==> config.mk <==
export PLATFORM = sky130hd
export DESIGN_NAME = ramp_sequencer
export DESIGN_NICKNAME = d
export VERILOG_FILES = /design/src/rtl/ramp_seq_pkg.sv /design/src/rtl/sync_2ff.sv /design/src/rtl/ramp_sequencer.sv
export SDC_FILE = /design/constraint.sdc
export NUM_CORES = 1
export LEC_CHECK = 0
export BUFFER_PORTS_ARGS = -buffer_cell sky130_fd_sc_hd__buf_2
export CAP_MARGIN = 25
export CORE_MARGIN = 5
export CORE_UTILIZATION = 55
export CTS_BUF_LIST = sky130_fd_sc_hd__clkbuf_2
export DETAILED_ROUTE_END_ITERATION = 7
export GPL_TIMING_DRIVEN = 0
export HOLD_SLACK_MARGIN = 0.03
export MAX_ROUTING_LAYER = met4
export PLACE_DENSITY = 0.83
export SYNTH_ARGS = -nofsm -noshare
export SYNTH_HDL_FRONTEND = slang
export SYNTH_SLANG_ARGS = --single-unit
==> constraint.sdc <==
create_clock -name clk -period 3.75 [get_ports clk]
set_input_delay 0.375 -clock clk [delete_from_list [all_inputs] [get_ports clk]]
set_output_delay 0.375 -clock clk [all_outputs]
set_load 0.01 [all_outputs]
==> src/rtl/ramp_seq_pkg.sv <==
// ramp_seq_pkg: shared state encoding, fault codes and counter widths for ramp_sequencer
// No ports.
package ramp_seq_pkg;
    localparam int SIDX_W = 15;
    localparam int RIDX_W = 16;
    localparam int CNT_W  = 32;

    typedef enum logic [6:0] {
        S_IDLE    = 7'b0000001,
        S_CONFIG  = 7'b0000010,
        S_ARM     = 7'b0000100,
        S_SETTLE  = 7'b0001000,
        S_ACQUIRE = 7'b0010000,
        S_DONE    = 7'b0100000,
        S_FAULT   = 7'b1000000
    } state_t;

    localparam logic [1:0] FC_NONE = 2'b00;
    localparam logic [1:0] FC_CFG  = 2'b01;
    localparam logic [1:0] FC_RAMP = 2'b10;
    localparam logic [1:0] FC_OVR  = 2'b11;
endpackage

==> src/rtl/sync_2ff.sv <==
// sync_2ff: two-flop level synchronizer
// Ports: clk, rst (sync, active high), i_d async level in, o_q synchronized level out.
module sync_2ff (
    input  logic clk,
    input  logic rst,
    input  logic i_d,
    output logic o_q
);
    logic [1:0] r_ff;

    always_ff @(posedge clk) begin
        if (rst) r_ff <= '0;
        else     r_ff <= {r_ff[0], i_d};
    end

    assign o_q = r_ff[1];
endmodule

==> src/rtl/ramp_sequencer.sv <==
// ramp_sequencer: FMCW acquisition sequencer around the ADF4158 controller
// Ports: clk, rst (sync, active high); start/stop/err_clr control pulses; num_ramps frame length
// (0 = continuous); adf_configure/adf_config_done configure handshake; adf_ramp_start ramp pulse;
// acq_en/sample_stb/sample_idx acquisition window; ramp_idx/ramp_end/frame_done progress;
// busy/fault/fault_code status. All outputs are registered.
module ramp_sequencer
    import ramp_seq_pkg::*;
#(
    parameter int SAMPLES_PER_RAMP = 20000,
    parameter int SAMPLE_DIV       = 1,
    parameter int SETTLE_CYCLES    = 400,
    parameter int RAMP_TIMEOUT     = 200000,
    parameter int CFG_TIMEOUT      = 4000000
) (
    input  logic              clk,
    input  logic              rst,
    input  logic              start,
    input  logic              stop,
    input  logic              err_clr,
    input  logic [RIDX_W-1:0] num_ramps,
    output logic              adf_configure,
    input  logic              adf_config_done,
    input  logic              adf_ramp_start,
    output logic              acq_en,
    output logic              sample_stb,
    output logic [SIDX_W-1:0] sample_idx,
    output logic [RIDX_W-1:0] ramp_idx,
    output logic              ramp_end,
    output logic              frame_done,
    output logic              busy,
    output logic              fault,
    output logic [1:0]        fault_code
);
    localparam logic W_SETTLE = SETTLE_CYCLES != 0;

    state_t            r_state;
    logic [CNT_W-1:0]  r_tmo;
    logic [RIDX_W-1:0] r_num, r_ridx;
    logic [SIDX_W-1:0] r_sidx;
    logic              r_cfgd, r_stop_p, r_cfg, r_acq, r_stb, r_rend, r_fdone, r_busy, r_fault;
    logic [1:0]        r_fcode;

    logic              w_cfg_done, w_tick, w_last, w_stop_p, w_frame_end;
    logic [RIDX_W-1:0] w_ridx_nx;
    logic [1:0]        w_fc;

    sync_2ff u_sync (
        .clk (clk),
        .rst (rst),
        .i_d (adf_config_done),
        .o_q (w_cfg_done)
    );

    // r_tmo is the state timer in CONFIG/ARM/SETTLE and the sample divider in ACQUIRE
    assign w_tick      = r_tmo == CNT_W'(SAMPLE_DIV - 1);
    assign w_last      = r_sidx == SIDX_W'(SAMPLES_PER_RAMP - 1);
    assign w_stop_p    = r_stop_p | stop;
    assign w_ridx_nx   = r_ridx + RIDX_W'(1);
    assign w_frame_end = (r_num != '0) && (w_ridx_nx == r_num);

    // fault takes priority over every other transition of the current state
    always_comb
        w_fc = (r_state == S_CONFIG && !w_cfg_done && r_tmo == CNT_W'(CFG_TIMEOUT - 1)) ? FC_CFG :
               (r_state == S_ARM && !stop && !adf_ramp_start &&
                r_tmo == CNT_W'(RAMP_TIMEOUT - 1))                                   ? FC_RAMP :
               ((r_state == S_SETTLE || r_state == S_ACQUIRE) && adf_ramp_start)     ? FC_OVR :
                                                                                       FC_NONE;

    always_ff @(posedge clk) begin
        if (rst) begin
            r_state  <= S_IDLE;
            r_tmo    <= '0;
            r_num    <= '0;
            r_ridx   <= '0;
            r_sidx   <= '0;
            r_cfgd   <= 1'b0;
            r_stop_p <= 1'b0;
            r_cfg    <= 1'b0;
            r_acq    <= 1'b0;
            r_stb    <= 1'b0;
            r_rend   <= 1'b0;
            r_fdone  <= 1'b0;
            r_busy   <= 1'b0;
            r_fault  <= 1'b0;
            r_fcode  <= FC_NONE;
        end else begin
            r_stb   <= 1'b0;
            r_rend  <= 1'b0;
            r_fdone <= 1'b0;
            r_tmo   <= r_tmo + CNT_W'(1);
            if (w_fc != FC_NONE) begin
                r_state <= S_FAULT;
                r_fault <= 1'b1;
                r_fcode <= w_fc;
                r_acq   <= 1'b0;
            end else begin
                case (r_state)
                    S_IDLE: begin
                        r_stop_p <= 1'b0;
                        if (start && !stop) begin
                            r_num   <= num_ramps;
                            r_ridx  <= '0;
                            r_tmo   <= '0;
                            r_busy  <= 1'b1;
                            r_cfg   <= 1'b1;
                            r_state <= r_cfgd ? S_ARM : S_CONFIG;
                        end
                    end
                    S_CONFIG: if (w_cfg_done) begin
                        r_cfgd  <= 1'b1;
                        r_tmo   <= '0;
                        r_state <= S_ARM;
                    end
                    S_ARM: if (stop) begin
                        r_state <= S_IDLE;
                        r_busy  <= 1'b0;
                    end else if (adf_ramp_start) begin
                        r_tmo   <= '0;
                        r_sidx  <= '0;
                        r_acq   <= !W_SETTLE;
                        r_stb   <= !W_SETTLE;
                        r_state <= W_SETTLE ? S_SETTLE : S_ACQUIRE;
                    end
                    S_SETTLE: begin
                        r_stop_p <= w_stop_p;
                        if (r_tmo == CNT_W'(SETTLE_CYCLES - 1)) begin
                            r_tmo   <= '0;
                            r_sidx  <= '0;
                            r_acq   <= 1'b1;
                            r_stb   <= 1'b1;
                            r_state <= S_ACQUIRE;
                        end
                    end
                    S_ACQUIRE: begin
                        r_stop_p <= w_stop_p;
                        if (w_tick) begin
                            r_tmo <= '0;
                            if (w_last) begin
                                r_acq   <= 1'b0;
                                r_rend  <= 1'b1;
                                r_ridx  <= w_ridx_nx;
                                r_state <= w_frame_end ? S_DONE : w_stop_p ? S_IDLE : S_ARM;
                                r_busy  <= w_frame_end || !w_stop_p;
                            end else begin
                                r_sidx <= r_sidx + SIDX_W'(1);
                                r_stb  <= 1'b1;
                            end
                        end
                    end
                    S_DONE: begin
                        r_fdone <= 1'b1;
                        r_busy  <= 1'b0;
                        r_state <= S_IDLE;
                    end
                    S_FAULT: if (err_clr) begin
                        r_fault <= 1'b0;
                        r_fcode <= FC_NONE;
                        r_busy  <= 1'b0;
                        r_state <= S_IDLE;
                    end
                    default: r_state <= S_IDLE;
                endcase
            end
        end
    end

    assign adf_configure = r_cfg;
    assign acq_en        = r_acq;
    assign sample_stb    = r_stb;
    assign sample_idx    = r_sidx;
    assign ramp_idx      = r_ridx;
    assign ramp_end      = r_rend;
    assign frame_done    = r_fdone;
    assign busy          = r_busy;
    assign fault         = r_fault;
    assign fault_code    = r_fcode;
endmodule

== Word-level counts from Yosys, hierarchy flattened ==
Index checks and enable logic that the tools add are counted.

* Flip-flop bits (word level): 99
* Output and inout port bits: 40

* Bitwise operators: 4
* Eq/ne operators: 30
* Reductions and logical operators: 36
* Multiplexer cells: 58
* Add/sub/neg operators: 3

{| class="wikitable"
|+ Operators with widths
! kind !! count
|-
| 32-bit two-way mux || 7
|-
| 32-bit case mux with 5 select lines || 1
|-
| 15-bit two-way mux || 5
|-
| 7-bit two-way mux || 9
|-
| 16-bit two-way mux || 3
|-
| 15-bit case mux with 3 select lines || 1
|-
| 7-bit case mux with 6 select lines || 1
|-
| 32-bit by 1-bit adder with 32-bit output, second input constant || 1
|-
| 32-bit by 18-bit equality test with 1-bit output, second input constant || 1
|-
| 32-bit by 22-bit equality test with 1-bit output, second input constant || 1
|-
| 32-bit by 9-bit equality test with 1-bit output, second input constant || 1
|-
| 32-bit zero test || 1
|-
| 16-bit case mux with 2 select lines || 1
|-
| 7-bit AND reduction || 4
|-
| 1-bit two-way mux || 17
|-
| 16-bit by 1-bit adder with 16-bit output, second input constant || 1
|-
| 16-bit equality test || 1
|-
| 2-bit != test, second input constant || 8
|-
| 16-bit nonzero test || 1
|-
| 15-bit by 1-bit adder with 15-bit output, second input constant || 1
|-
| 15-bit equality test, second input constant || 1
|-
| 2-bit two-way mux || 6
|-
| 2-bit nonzero test || 5
|-
| 3-bit != test, second input constant || 3
|-
| 29 further kinds || 50
|}

== Logic depth before layout (Yosys ltp) ==
Gate-level depths: netlist (run 1).

* Word-level depth: 9
* Gate-level depth with buffers: 11

== Modules after synthesis ==
Synthesis (run 1) repeated with hierarchy kept, for this count alone.

* Cell total of the unflattened synthesis: 671
* Area total of the unflattened synthesis: 5,287.6 um2

{| class="wikitable"
|+ Modules (own cells, without submodules)
! module !! cells an instance !! times used !! area each (um2)
|-
| ramp_sequencer || 667 || 1 || 5,235.0
|-
| sync_2ff || 4 || 1 || 52.6
|}

== Worst setup path after synthesis (run 1) ==
Ideal clock, no wire load.

* Kind: flip-flop to flip-flop
* From: reg r_state[6]
* To: reg r_sidx[11], in the netlist sample_idx[11]
* Arrival: 2,922 ps
* Slack: 757 ps
* Required time: 3,679 ps
* Cell stages (with the launch flop): 11
* Path through: dfxtp_1 -> buf_6 -> or4_1 -> buf_2 -> nor4_4 -> nor2_2 -> o41a_1 -> buf_6 -> or4_4 -> or3_1 -> a21oi_1

* Cells in the longest elaborated chain, start to end: 9

{| class="wikitable"
|+ RTL lines
! what !! RTL line !! RTL
|-
| start, declared || ramp_sequencer.sv:36 || <nowiki>state_t r_state;</nowiki>
|-
| start signal, assigned || ramp_sequencer.sv:106 || <nowiki>r_state <= r_cfgd ? S_ARM : S_CONFIG;</nowiki>
|-
| start signal, assigned || ramp_sequencer.sv:122 || <nowiki>r_state <= W_SETTLE ? S_SETTLE : S_ACQUIRE;</nowiki>
|-
| start signal, assigned || ramp_sequencer.sv:142 || <nowiki>r_state <= w_frame_end ? S_DONE : w_stop_p ? S_IDLE : S_ARM;</nowiki>
|-
| 7-bit by 4-bit equality test with 1-bit output (tied with other cells) || ramp_sequencer.sv:66, ramp_sequencer.sv:97 ||
|-
| 1-bit logical OR / 1-bit logical AND (equally long branches) || ramp_sequencer.sv:66, ramp_sequencer.sv:64 ||
|-
| 1-bit logical AND (on tied branches) || ramp_sequencer.sv:66, ramp_sequencer.sv:64 ||
|-
| 2-bit two-way mux / 1-bit logical AND (equally long branches) || ramp_sequencer.sv:66, ramp_sequencer.sv:64 ||
|-
| 2-bit two-way mux || ramp_sequencer.sv:65 || <nowiki>r_tmo == CNT_W'(RAMP_TIMEOUT - 1)) ? FC_RAMP :</nowiki>
|-
| 2-bit two-way mux || ramp_sequencer.sv:63 || <nowiki>w_fc = (r_state == S_CONFIG && !w_cfg_done && r_tmo == CNT_W'(CFG_TIMEOUT - 1)) ? FC_CFG :</nowiki>
|-
| 2-bit nonzero test || ramp_sequencer.sv:91 || <nowiki>if (w_fc != FC_NONE) begin</nowiki>
|-
| 1-bit inverter (no line) || -- ||
|-
| 7-bit AND reduction (no line) || -- ||
|-
| end signal, assigned || ramp_sequencer.sv:145 || <nowiki>r_sidx <= r_sidx + SIDX_W'(1);</nowiki>
|-
| end, declared || ramp_sequencer.sv:39 || <nowiki>logic [SIDX_W-1:0] r_sidx;</nowiki>
|}

Parallel ways exist; a longest one is shown, timed or not.
A chain may end at the register's enable or synchronous reset.

== Final worst setup path (run 1) ==
* From: reg r_tmo[12]
* To: reg r_ridx[5], in the netlist ramp_idx[5]

* Cells in the longest elaborated chain, start to end: 7

{| class="wikitable"
|+ RTL lines
! what !! RTL line !! RTL
|-
| start, declared || ramp_sequencer.sv:37 || <nowiki>logic [CNT_W-1:0] r_tmo;</nowiki>
|-
| start signal, assigned || ramp_sequencer.sv:90 || <nowiki>r_tmo <= r_tmo + CNT_W'(1);</nowiki>
|-
| 32-bit by 18-bit equality test with 1-bit output || ramp_sequencer.sv:65 ||
|-
| 1-bit logical AND || ramp_sequencer.sv:64 || <nowiki>(r_state == S_ARM && !stop && !adf_ramp_start &&</nowiki>
|-
| 2-bit two-way mux || ramp_sequencer.sv:65 ||
|-
| 2-bit two-way mux || ramp_sequencer.sv:63 ||
|-
| 2-bit nonzero test || ramp_sequencer.sv:91 ||
|-
| 1-bit inverter (no line) || -- ||
|-
| 5-bit AND reduction (no line) (*) || -- ||
|-
| end signal, assigned || ramp_sequencer.sv:141 || <nowiki>r_ridx <= w_ridx_nx;</nowiki>
|-
| end, declared || ramp_sequencer.sv:38 || <nowiki>logic [RIDX_W-1:0] r_num, r_ridx;</nowiki>
|}

Every way passes the cells marked *; elsewhere a longest branch is shown, timed or not.

==> metrics, run 1 <==
P&R area growth vs syn 14.5%; Ys Warns 0; pre-CTS setup slack approximately 0.12 ns; clk sinks about 100; Clock Path Buffers 2; Seq. cell area between 0.0015 and 0.002 mm2; DRC 0; # port buffers a little over 60; CTS Buf Count 9; Initial Util between 50% and 60%; Final Instance Area approximately 0.0064 mm2; setup TNS 0 ns; syn_nets between 700 and 800; RSZ-0062 raised after global routing false; Worst setup EP type register; Synth async-reset ratio 0%; die area about 0.012 mm2; Inst Count DP a little over 900; Vias per Instance 6.32; Top FF cell, synth dfxtp_1; Post-Route WL ~18 mm; ranking of synthesized cells by area dfxtp_1 35%, nor2_1 5.4%, a21oi_1 4.8%; total congestion overflow 0; Ant. Diodes 0; vias in the first global route between 5000 and 6000; Clock Latency Late Sink approximately 0.62 ns; Worst VDD drop 0.330 mV; Worst-Margin Slew between 0.8 and 0.9 ns; Fin. Hold Viols 0; nets about 850; Synth top area share between 30% and 40%; Worst Slack Setup Final about 0.2 ns; final max-slew violation count 0; Worst EP required roughly 4.3 ns; TritonCTS clock tree done; Starting DRT DRC Count ~630; max-cap viol count 0; Post-Synthesis Cells ~730; Peak Freq approximately 0.28 GHz; Chip Width roughly 110 um; footprint of the multi-input gates 0.00337 mm2; H-tree levels 3; Clock Pin Slew Worst Setup and Hold Paths between 0.2 and 0.3 ns; Crit Path Max Fanout 10; slew margin rel. 41.6%; post-synth cell types 62; PD cells roughly 430 mW/mm2; Largest delay share family, worst path simple AND/OR/NAND/NOR gates; Post-Syn Area 0.00562 mm2; antenna violations before repair 0; Hold Crit Class in -> reg; height of the die ~110 um; crit path max-delay cell type or4_4; sequential share of the synthesized area approximately a third; pin count of the biggest net entering global routing 18; Tot GR Track Use 28.9%; Clock Skews roughly 0.037 ns; post-DP HPWL about 13 mm; Synth Area per Inst 7.73 um2; critical path class reg -> reg; Leakage between 0.002 and 0.0025 uW; Buf/Inv on CP 1; GPL Wtd Cong between 1 and 1.5; Post-synth EDFFs 0; register bit total from synthesis just under 100; period utilization about 95%; setup violators final 0; FILL cells ~900; via count between 6000 and 7000; commonest cells after routing, fill and taps aside 99 x dfxtp_1, 81 x nor2_1, 64 x buf_2; routed length per instance about 18 um; max incr delay on CP 0.58 ns; Worst R2R Setup Slack a little under 0.2 ns; first-pass GRT wire length 28.4 mm; outcome completed; Std-Cell Rows 37; critical path startpoint category register; placed cell area between 0.006 and 0.007 mm2; CP cell instances or4_4 -> nor4_1 -> nand4_1 -> o21ai_1 -> nand3_1 -> clkbuf_1 -> or4_1 -> o311ai_0; non-filler cells, final 960; Worst EP arrival slightly above 4 ns; min cycle time layout 3.55 ns; DRT Pass-1 Iters 6; WHS 0.183 ns; Top-Level Pins between 60 and 70; CTS root buf clkbuf_2; area leader, netlist dfxtp_1; commonest non-fill, non-tap cell in the layout dfxtp_1; core area ~0.010 mm2; layout cell share with drive strength beyond 1 about an eighth; post-route ant nets 0
[cell families (layout without fill, tap and decap cells)]
logic type / after synthesis / after routing / synth area share, %
xor gates and xnor gates: 56 / 56 / 8.73
adders and majority gates: 4 / 4 / 0.891
DFF: 99 / 99 / 35.3
and+or+nand+nor: 369 / 369 / 35.6
AOI/OAI and AO/OA: 129 / 129 / 14.3
muxes: 2 / 2 / 0.378
buffers and inverters: 68 / 165 / 4.85
[repair_timing]
item                       CTS  global route
hold buffers                18             0
hold endpoints to repair    18             0
resized for setup            0             1
setup buffers                0             0
setup endpoints to repair    0            30
[path summary, 6_finish.rpt]
path / cells after the start / endpoint / startpoint
max: 8 / ramp_idx[5]$_SDFFE_PP0P_ / r_tmo[12]$_SDFF_PP0_
min: 4 / r_tmo[2]$_SDFF_PP0_ / rst
max reg2reg: 8 / ramp_idx[5]$_SDFFE_PP0P_ / r_tmo[12]$_SDFF_PP0_
min reg2reg: 2 / adf_configure$_SDFFE_PP0P_ / adf_configure$_SDFFE_PP0P_
[per-stage QoR]
step | power [uW] | utilization, %
5_1_grt | 2910 | 63.5
4_1_cts | 2720 | 63.4
3_3_place_gp | 2080 | 60.2
3_5_place_dp | 2100 | 60.2
2_1_floorplan | 1830 | -
6_report | 2760 | 63.5
[worst reg2reg max path, stage by stage (launching register included)]
cell,delay [ns]
dfxtp_1,0.41
or4_4,0.58
nor4_1,0.54
nand4_1,0.35
o21ai_1,0.43
nand3_1,0.20
clkbuf_1,0.28
or4_1,0.55
o311ai_0,0.13
[power breakdown]
group	internal, uW	switching [uW]
logic	316	652
clock network	227	391
registers	1110	61.1
total	1660	1100
[final cells by class]
type                            count  share of cell area (%)
Multi-Input combinational cell    560                    52.4
Sequential cell                    99                    30.8
Timing Repair Buffer               81                    7.70
Buffer                             49                    3.13
Tap cell                          136                    2.64
Clock inverter                      7                    1.54
Inverter                           19                    1.11
Clock buffer                        9                   0.700
[synthesized netlist by cell type, drive strengths merged (6+ instances only)]
cell    count
a21oi      54
nor3       20
nand3      49
clkbuf     45
nor2       82
nand2      63
inv        19
nor2b       8
nand4      31
or4        16
and4        8
nor4       34
xnor2      29
xor2       27
nor4b       7
or3        11
dfxtp      99
nand4b      6
and3       12
o21ai      28
[layer usage]
metal | part of all wire (%) | global-route usage [%] | up-vias
li1 | - | - | 2857
met1 | 44 | 39.3 | 2902
met2 | 46 | 44.3 | 273
met3 | 7.6 | 4.37 | 34
met4 | 2.3 | 9.57 | 0
met5 | 0 | - | -
[flip-flops by register name (all words and copies together) (netlist names)]
| name | count |
|---|---|
| acq_en | 1 |
| sample_idx | 15 |
| adf_configure | 1 |
| r_tmo | 32 |
| busy | 1 |
| r_stop_p | 1 |
| r_state | 7 |
| frame_done | 1 |
| sample_stb | 1 |
| u_sync.r_ff | 2 |
| ramp_idx | 16 |
| r_cfgd | 1 |
| fault | 1 |
| fault_code | 2 |
| r_num | 16 |
| ramp_end | 1 |
Power figures use the tool's default switching activity.
==> run 2, diff against run 1 <==
--- a/config.mk
+++ b/config.mk
@@ -7,7 +7,7 @@
 export LEC_CHECK = 0
 export BUFFER_PORTS_ARGS = -buffer_cell sky130_fd_sc_hd__buf_2
 export CAP_MARGIN = 25
-export CORE_MARGIN = 5
+export CORE_MARGIN = 2
 export CORE_UTILIZATION = 55
 export CTS_BUF_LIST = sky130_fd_sc_hd__clkbuf_2
 export DETAILED_ROUTE_END_ITERATION = 7
==> metrics, run 2 (synthesis results as in run 1) <==
die area 0.0110 mm2 (-11%); Fin. Hold Viols 0 (unchanged); min cycle time layout 3.65 ns (+0.0974 ns); Clock Pin Slew Worst Setup and Hold Paths 0.30 ns (+0.02 ns); DRT Pass-1 Iters 5 (-1); Ant. Diodes 0 (unchanged); Worst VDD drop 0.372 mV (+13%); # port buffers 62 (unchanged); Peak Freq 0.274 GHz (-2.7%); via count 6011 (-0.91%); PD cells 415 mW/mm2 (-3.2%); commonest non-fill, non-tap cell in the layout dfxtp_1; Initial Util 57.0% (+1.5 points); period utilization 97.3% (+2.6 points); post-DP HPWL 12.5 mm (-3.0%); Worst EP required 4.31 ns (+0.04 ns); Clock Skews 0.0348 ns (-0.00248 ns); layout cell share with drive strength beyond 1 12.2% (+0.14 points); non-filler cells, final 956 (-0.42%); RSZ-0062 raised after global routing false; DRC 0 (unchanged); antenna violations before repair 0 (unchanged); critical path class reg -> reg; Tot GR Track Use 32.6% (+3.7 points); Worst R2R Setup Slack 0.1 ns (-0.10 ns); Worst EP arrival 4.21 ns (+0.14 ns); Hold Path Stages 4 (unchanged); setup TNS 0 ns (unchanged); Std-Cell Rows 36 (-2.7%); reg-to-reg endpoint ramp_idx[15]$_SDFFE_PP0P_; H-tree levels 3 (unchanged); FILL cells 860 (-4.1%); CTS Buf Count 9 (unchanged); Worst setup EP type register; core area 0.00986 mm2 (-2.7%); setup violators final 0 (unchanged); commonest cells after routing, fill and taps aside 99 x dfxtp_1, 81 x nor2_1, 63 x buf_2, 63 x nand2_1, 54 x a21oi_1; vias in the first global route 5488 (-1.7%); reg2reg start r_state[6]$_SDFFE_PP0P_; TritonCTS clock tree done; final max-slew violation count 0 (unchanged); Vias per Instance 6.29 (-0.49%); max reg flops 32 (unchanged); Clock Path Buffers 2 (unchanged); pin count of the biggest net entering global routing 20 (+2); CTS root buf clkbuf_2; nets 845 (-0.12%); P&R area growth vs syn 14.1%; clk sinks 99 (unchanged); max-cap viol count 0 (unchanged); worst hold path startpoint rst; Post-Route WL 17.3 mm (-1.6%); Worst-Margin Slew 1.13 ns (+0.260 ns); height of the die 105 um (-5.4%); Crit Path Max Fanout 10 (unchanged); Clock Latency Late Sink 0.64 ns (+0.02 ns); Top-Level Pins 63 (unchanged); GPL Wtd Cong 0.984 (-5.6%); R2R depth 9 (+1); outcome completed; Chip Width 105 um (-5.4%); Starting DRT DRC Count 600 (-4.3%); Post-CTS Setup Repair Bufs 0 (unchanged); total congestion overflow 0 (unchanged); Top reg by flops r_tmo; first-pass GRT wire length 28.0 mm (-1.5%); routed length per instance 18.1 um (-1.2%); post-route ant nets 0 (unchanged); Inst Count DP 922 (-0.32%); Hold Crit Class in -> reg; slew margin rel. 24.5% (-17 points); Endpoint, Worst Hold r_tmo[31]$_SDFF_PP0_; Leakage 0.00225 uW (-0.83%); critical path startpoint category register
==> run 2: worst max-delay path by stage <==
| stage | startpoint | end | slack, ns | depth (start not counted) |
|---|---|---|---|---|
| floorplan | r_state[6]$_SDFFE_PP0P_ | sample_idx[11]$_SDFFE_PP0P_ | 0.76 | 10 |
| global placement | r_tmo[17]$_SDFF_PP0_ | r_tmo[5]$_SDFF_PP0_ | 0.11 | 9 |
| detailed placement | r_tmo[17]$_SDFF_PP0_ | r_tmo[5]$_SDFF_PP0_ | 0.01 | 9 |
| CTS | r_state[0]$_SDFFE_PP1P_ | ramp_idx[5]$_SDFFE_PP0P_ | 0.21 | 9 |
| global route | r_state[6]$_SDFFE_PP0P_ | sample_idx[4]$_SDFFE_PP0P_ | 0.001 | 11 |
| finish | r_state[6]$_SDFFE_PP0P_ | ramp_idx[15]$_SDFFE_PP0P_ | 0.1 | 9 |
==> run 2: repair_timing <==
item | in CTS | in global routing
pin swaps | 0 | 0
hold buffers | 18 | 0
hold endpoints to repair | 18 | 0
resized for setup | 1 | 3
endpoints found under the setup margin | 10 | 24
==> run 2: layer usage <==
metal / vias up / part of all wire (%) / global-route usage, % / routed length, um
met5: - / 0 / - / 0
met4: 0 / 1.6 / 7.90 / 280
met3: 28 / 9.1 / 5.43 / 1580
met2: 303 / 45 / 49.0 / 7750
met1: 2834 / 45 / 45.7 / 7710
li1: 2846 / - / - / -
==> run 2: layout make-up <==
class,instances,area (um2),share of cell area (%)
buffer,49,201,3.14
multi-input combinational,560,3390,52.9
clock inverter,7,66.3,1.03
sequential,99,1980,30.9
inverter,19,71.3,1.11
tap,133,166,2.60
clock buffer,9,45.0,0.702
timing repair buffer,80,490,7.65
==> run 2: stage by stage <==
step / area (um2) / power (uW) / hold slack, ns / worst slack [ns] / util [%]
6_report: 6410 / 2660 / 0.139 / 0.100 / 65.0
5_1_grt: 6410 / 2810 / 0.105 / 0.000983 / 65.0
4_1_cts: 6400 / 2630 / 0.0918 / 0.206 / 64.8
3_5_place_dp: 6100 / 2100 / 0.443 / 0.0114 / 61.8
3_3_place_gp: 6100 / 2080 / 0.432 / 0.109 / 61.8
2_1_floorplan: 5620 / 1830 / 0.414 / 0.757 / -
==> run 2: report_power, final <==
group	total (uW)	switching (uW)	internal (uW)
combinational	967	655	312
clock	521	413	108
sequential	1180	61.2	1110
total	2660	1130	1530
==> run 2: critical path, cell delays in order, from the launching register on <==
cell and delay, ns:
dfxtp_1 0.37, buf_6 0.13, or4_1 0.51, buf_2 0.19, nor4b_2 0.93, nand2b_1 0.30
nand3_1 0.24, clkbuf_1 0.45, nor4_1 0.10, or3_1 0.36
==> run 3, diff against run 2 <==
--- a/config.mk
+++ b/config.mk
@@ -5,6 +5,7 @@
 export SDC_FILE = /design/constraint.sdc
 export NUM_CORES = 1
 export LEC_CHECK = 0
+export ABC_AREA = 1
 export BUFFER_PORTS_ARGS = -buffer_cell sky130_fd_sc_hd__buf_2
 export CAP_MARGIN = 25
 export CORE_MARGIN = 2
@@ -14,7 +15,7 @@
 export GPL_TIMING_DRIVEN = 0
 export HOLD_SLACK_MARGIN = 0.03
 export MAX_ROUTING_LAYER = met4
-export PLACE_DENSITY = 0.83
+export PLACE_DENSITY = 0.82
 export SYNTH_ARGS = -nofsm -noshare
 export SYNTH_HDL_FRONTEND = slang
 export SYNTH_SLANG_ARGS = --single-unit
==> metrics, run 3 <==
Buf/Inv on CP 0 (-3); Synth async-reset ratio 0% (unchanged); Top reg by flops r_tmo; top-count cell post-synth nand2_1; Vias per Instance 5.39 (-14%); Initial Util 56.0% (-0.99 points); Synth Area per Inst 6.61 um2 (-14%); crit path max-delay cell type dfxtp_1; first-pass GRT wire length 25.7 mm (-8.2%); TritonCTS clock tree done; H-tree levels 3 (unchanged); pre-CTS setup slack 1.41 ns (+1.40 ns); Post-Route WL 15.8 mm (-8.5%); height of the die 109 um (+3.3%); period utilization 65.1% (-32 points); Tot GR Track Use 28.5% (-4.0 points); vias in the first global route 5534 (+0.84%); commonest non-fill, non-tap cell in the layout nand2_1; DRT Pass-1 Iters 5 (unchanged); clk sinks 99 (unchanged); total congestion overflow 0 (unchanged); footprint of the multi-input gates 0.00342 mm2 (+0.81%); # port buffers 61 (-1.6%); Ys Warns 0 (unchanged); antenna violations before repair 0 (unchanged); Overall Power 2930 uW (+10%); CP cell instances ha_1 -> nand2_1 -> nor2_2 -> nand2_1 -> nor2_1 -> nand2_1 -> nand2_1 -> nand2_1 -> nand2_1 -> nand2_1 -> nor2_1 -> nand3_1 -> nand2_1 -> nand2_1 -> nand2_1 -> nand2_1; Post-CTS Setup Repair Bufs 0 (unchanged); post-synth cell types 45 (-27%); via count 6174 (+2.7%); Worst EP required 4.31 ns (about the same); Starting DRT DRC Count 445 (-26%); Ant. Diodes 0 (unchanged); Seq. cell area 0.00198 mm2 (unchanged); Worst VDD drop 0.282 mV (-24%); GPL Wtd Cong 0.969 (-1.6%); Post-synth EDFFs 0 (unchanged); Top FF cell, synth dfxtp_1; Clock Path Buffers 2 (unchanged); final max-slew violation count 0 (unchanged); Peak Freq 0.410 GHz (+50%); commonest cells after routing, fill and taps aside 197 x nand2_1, 120 x nor2_1, 104 x inv_1; slew margin rel. 53.2% (+29 points); die area 0.0118 mm2 (+6.8%); max-cap viol count 0 (unchanged); RSZ-0062 raised after global routing false; Post-Synthesis Cells 910 (+25%); Hold Crit Class in -> reg; Worst EP arrival 3.00 ns (-1.21 ns); Leakage 0.00295 uW (+31%); Std-Cell Rows 38 (+5.6%); post-DP HPWL 11.8 mm (-5.5%); Synth top area share 32.9% (-2.3 points); Clock Pin Slew Worst Setup and Hold Paths 0.30 ns (about the same); sequential share of the synthesized area 32.9% (-2.3 points); Crit Path Max Fanout 6 (-4); Worst setup EP type register; Worst-Margin Slew 0.696 ns (-0.434 ns); setup violators final 0 (unchanged); register bit total from synthesis 99 (unchanged); syn_nets 937 (+24%); max incr delay on CP 0.53 ns (-0.40 ns); Worst Slack Setup Final 1.31 ns (+1.21 ns); CTS resizes 0 (-1); final core utilization 63.3% (-1.7 points); Clock Latency Late Sink 0.65 ns (about the same); Chip Width 109 um (+3.3%); routed length per instance 13.8 um (-24%); CTS Buf Count 9 (unchanged); setup TNS 0 ns (unchanged); Post-Syn Area 0.00602 mm2 (+7.0%); crit-path most repeated cell nand2_1; Top-Level Pins 63 (unchanged); Fin. Hold Viols 0 (unchanged); pin count of the biggest net entering global routing 19 (-5.0%); max reg flops 32 (unchanged); min cycle time layout 2.44 ns (-1.21 ns); area leader, netlist dfxtp_1; P&R area growth vs syn 13.1%; Clock Skews 0.0403 ns (+0.00549 ns); core area 0.0107 mm2 (+8.9%); PD cells 431 mW/mm2 (+3.7%); ranking of synthesized cells by area dfxtp_1 33%, nand2_1 12%, nor2_1 7.5%; DRC 0 (unchanged); post-route ant nets 0 (unchanged); Largest delay share family, worst path simple AND/OR/NAND/NOR gates; FILL cells 1046 (+22%); Post-synth top cells 197 x nand2_1, 120 x nor2_1, 104 x inv_1; nets 1027 (+22%); layout cell share with drive strength beyond 1 16.0% (+3.9 points); critical path class reg -> reg; Worst R2R Setup Slack 1.31 ns (+1.21 ns); CTS root buf clkbuf_2; critical path startpoint category register; outcome completed
## run 3: changes by cell type in the layout (fill, tap and decap cells not counted), moves of 11 or more
cell      before  now
inv_2          0   18
nand4_1       31   51
nand2_1       63  197
nor4_1        32    8
or4_1         13    0
nand3_1       49   74
clkbuf_1      44   10
inv_1         19  104
and3_1        12    1
xnor2_1       29   10
nand2_2        0   11
nor2_1        81  120
## run 3: worst min-delay path: cells and delay by family
kind,cells,cell delay (ns)
AOI/OAI and AO/OA,1,0.10
buffers and inverters,1,0.14
and+or+nand+nor,1,0.13
## run 3: cell families after synthesis
family          share of synthesized area, %
buf+inv                                 10.3
fa+ha+maj                              0.832
xor+xnor                                5.18
flops                                   32.9
simple gates                            42.8
compound gates                          8.03
## run 3: final timing paths
path                                                 from                    endpoint  depth (start not counted)
worst min-delay path                       adf_ramp_start  fault_code[0]$_SDFFE_PP0P_                          3
worst min register to register  u_sync.r_ff[0]$_SDFF_PP0_   u_sync.r_ff[1]$_SDFF_PP0_                          2
worst max-delay path             ramp_idx[0]$_SDFFE_PP0P_     r_state[0]$_SDFFE_PP1P_                         16
worst max register to register   ramp_idx[0]$_SDFFE_PP0P_     r_state[0]$_SDFFE_PP1P_                         16
## run 3: per-layer routing
| metal | vias to the layer above | track usage [%] | wire (um) |
|---|---|---|---|
| met3 | 26 | 3.25 | 618 |
| met2 | 163 | 43.9 | 7200 |
| met1 | 2830 | 38.7 | 7690 |
| li1 | 3155 | - | - |
| met4 | 0 | 10.4 | 333 |
| met5 | - | - | 0 |
## run 3: per-stage QoR
| stage | hold slack (ns) | std cells | instance area, um2 |
|---|---|---|---|
| after floorplan | 0.388 | 910 | 6020 |
| after detailed placement | 0.418 | 1111 | 6500 |
| after CTS | 0.0358 | 1144 | 6800 |
| after global routing | 0.0604 | 1145 | 6810 |
| after global placement | 0.407 | 1111 | 6500 |
| final | 0.112 | 1145 | 6810 |
## run 3: power by group
part	internal, uW	switching (uW)	total (uW)
clock	169	406	575
sequential	1150	69.9	1210
combinational	385	757	1140
total	1700	1230	2930
## run 3: timing repair
item                                    4_1_cts  5_1_grt
endpoints found under the hold margin        17        1
hold buffers                                 17        1
endpoints found under the setup margin        0        0
## run 3: final cells by class
type | count | share of cell area, %
Inverter | 126 | 6.95
Tap cell | 140 | 2.57
Buffer | 24 | 2.11
Multi-Input combinational cell | 661 | 50.2
Clock inverter | 7 | 1.25
Sequential cell | 99 | 29.1
Timing Repair Buffer | 79 | 7.13
Clock buffer | 9 | 0.662
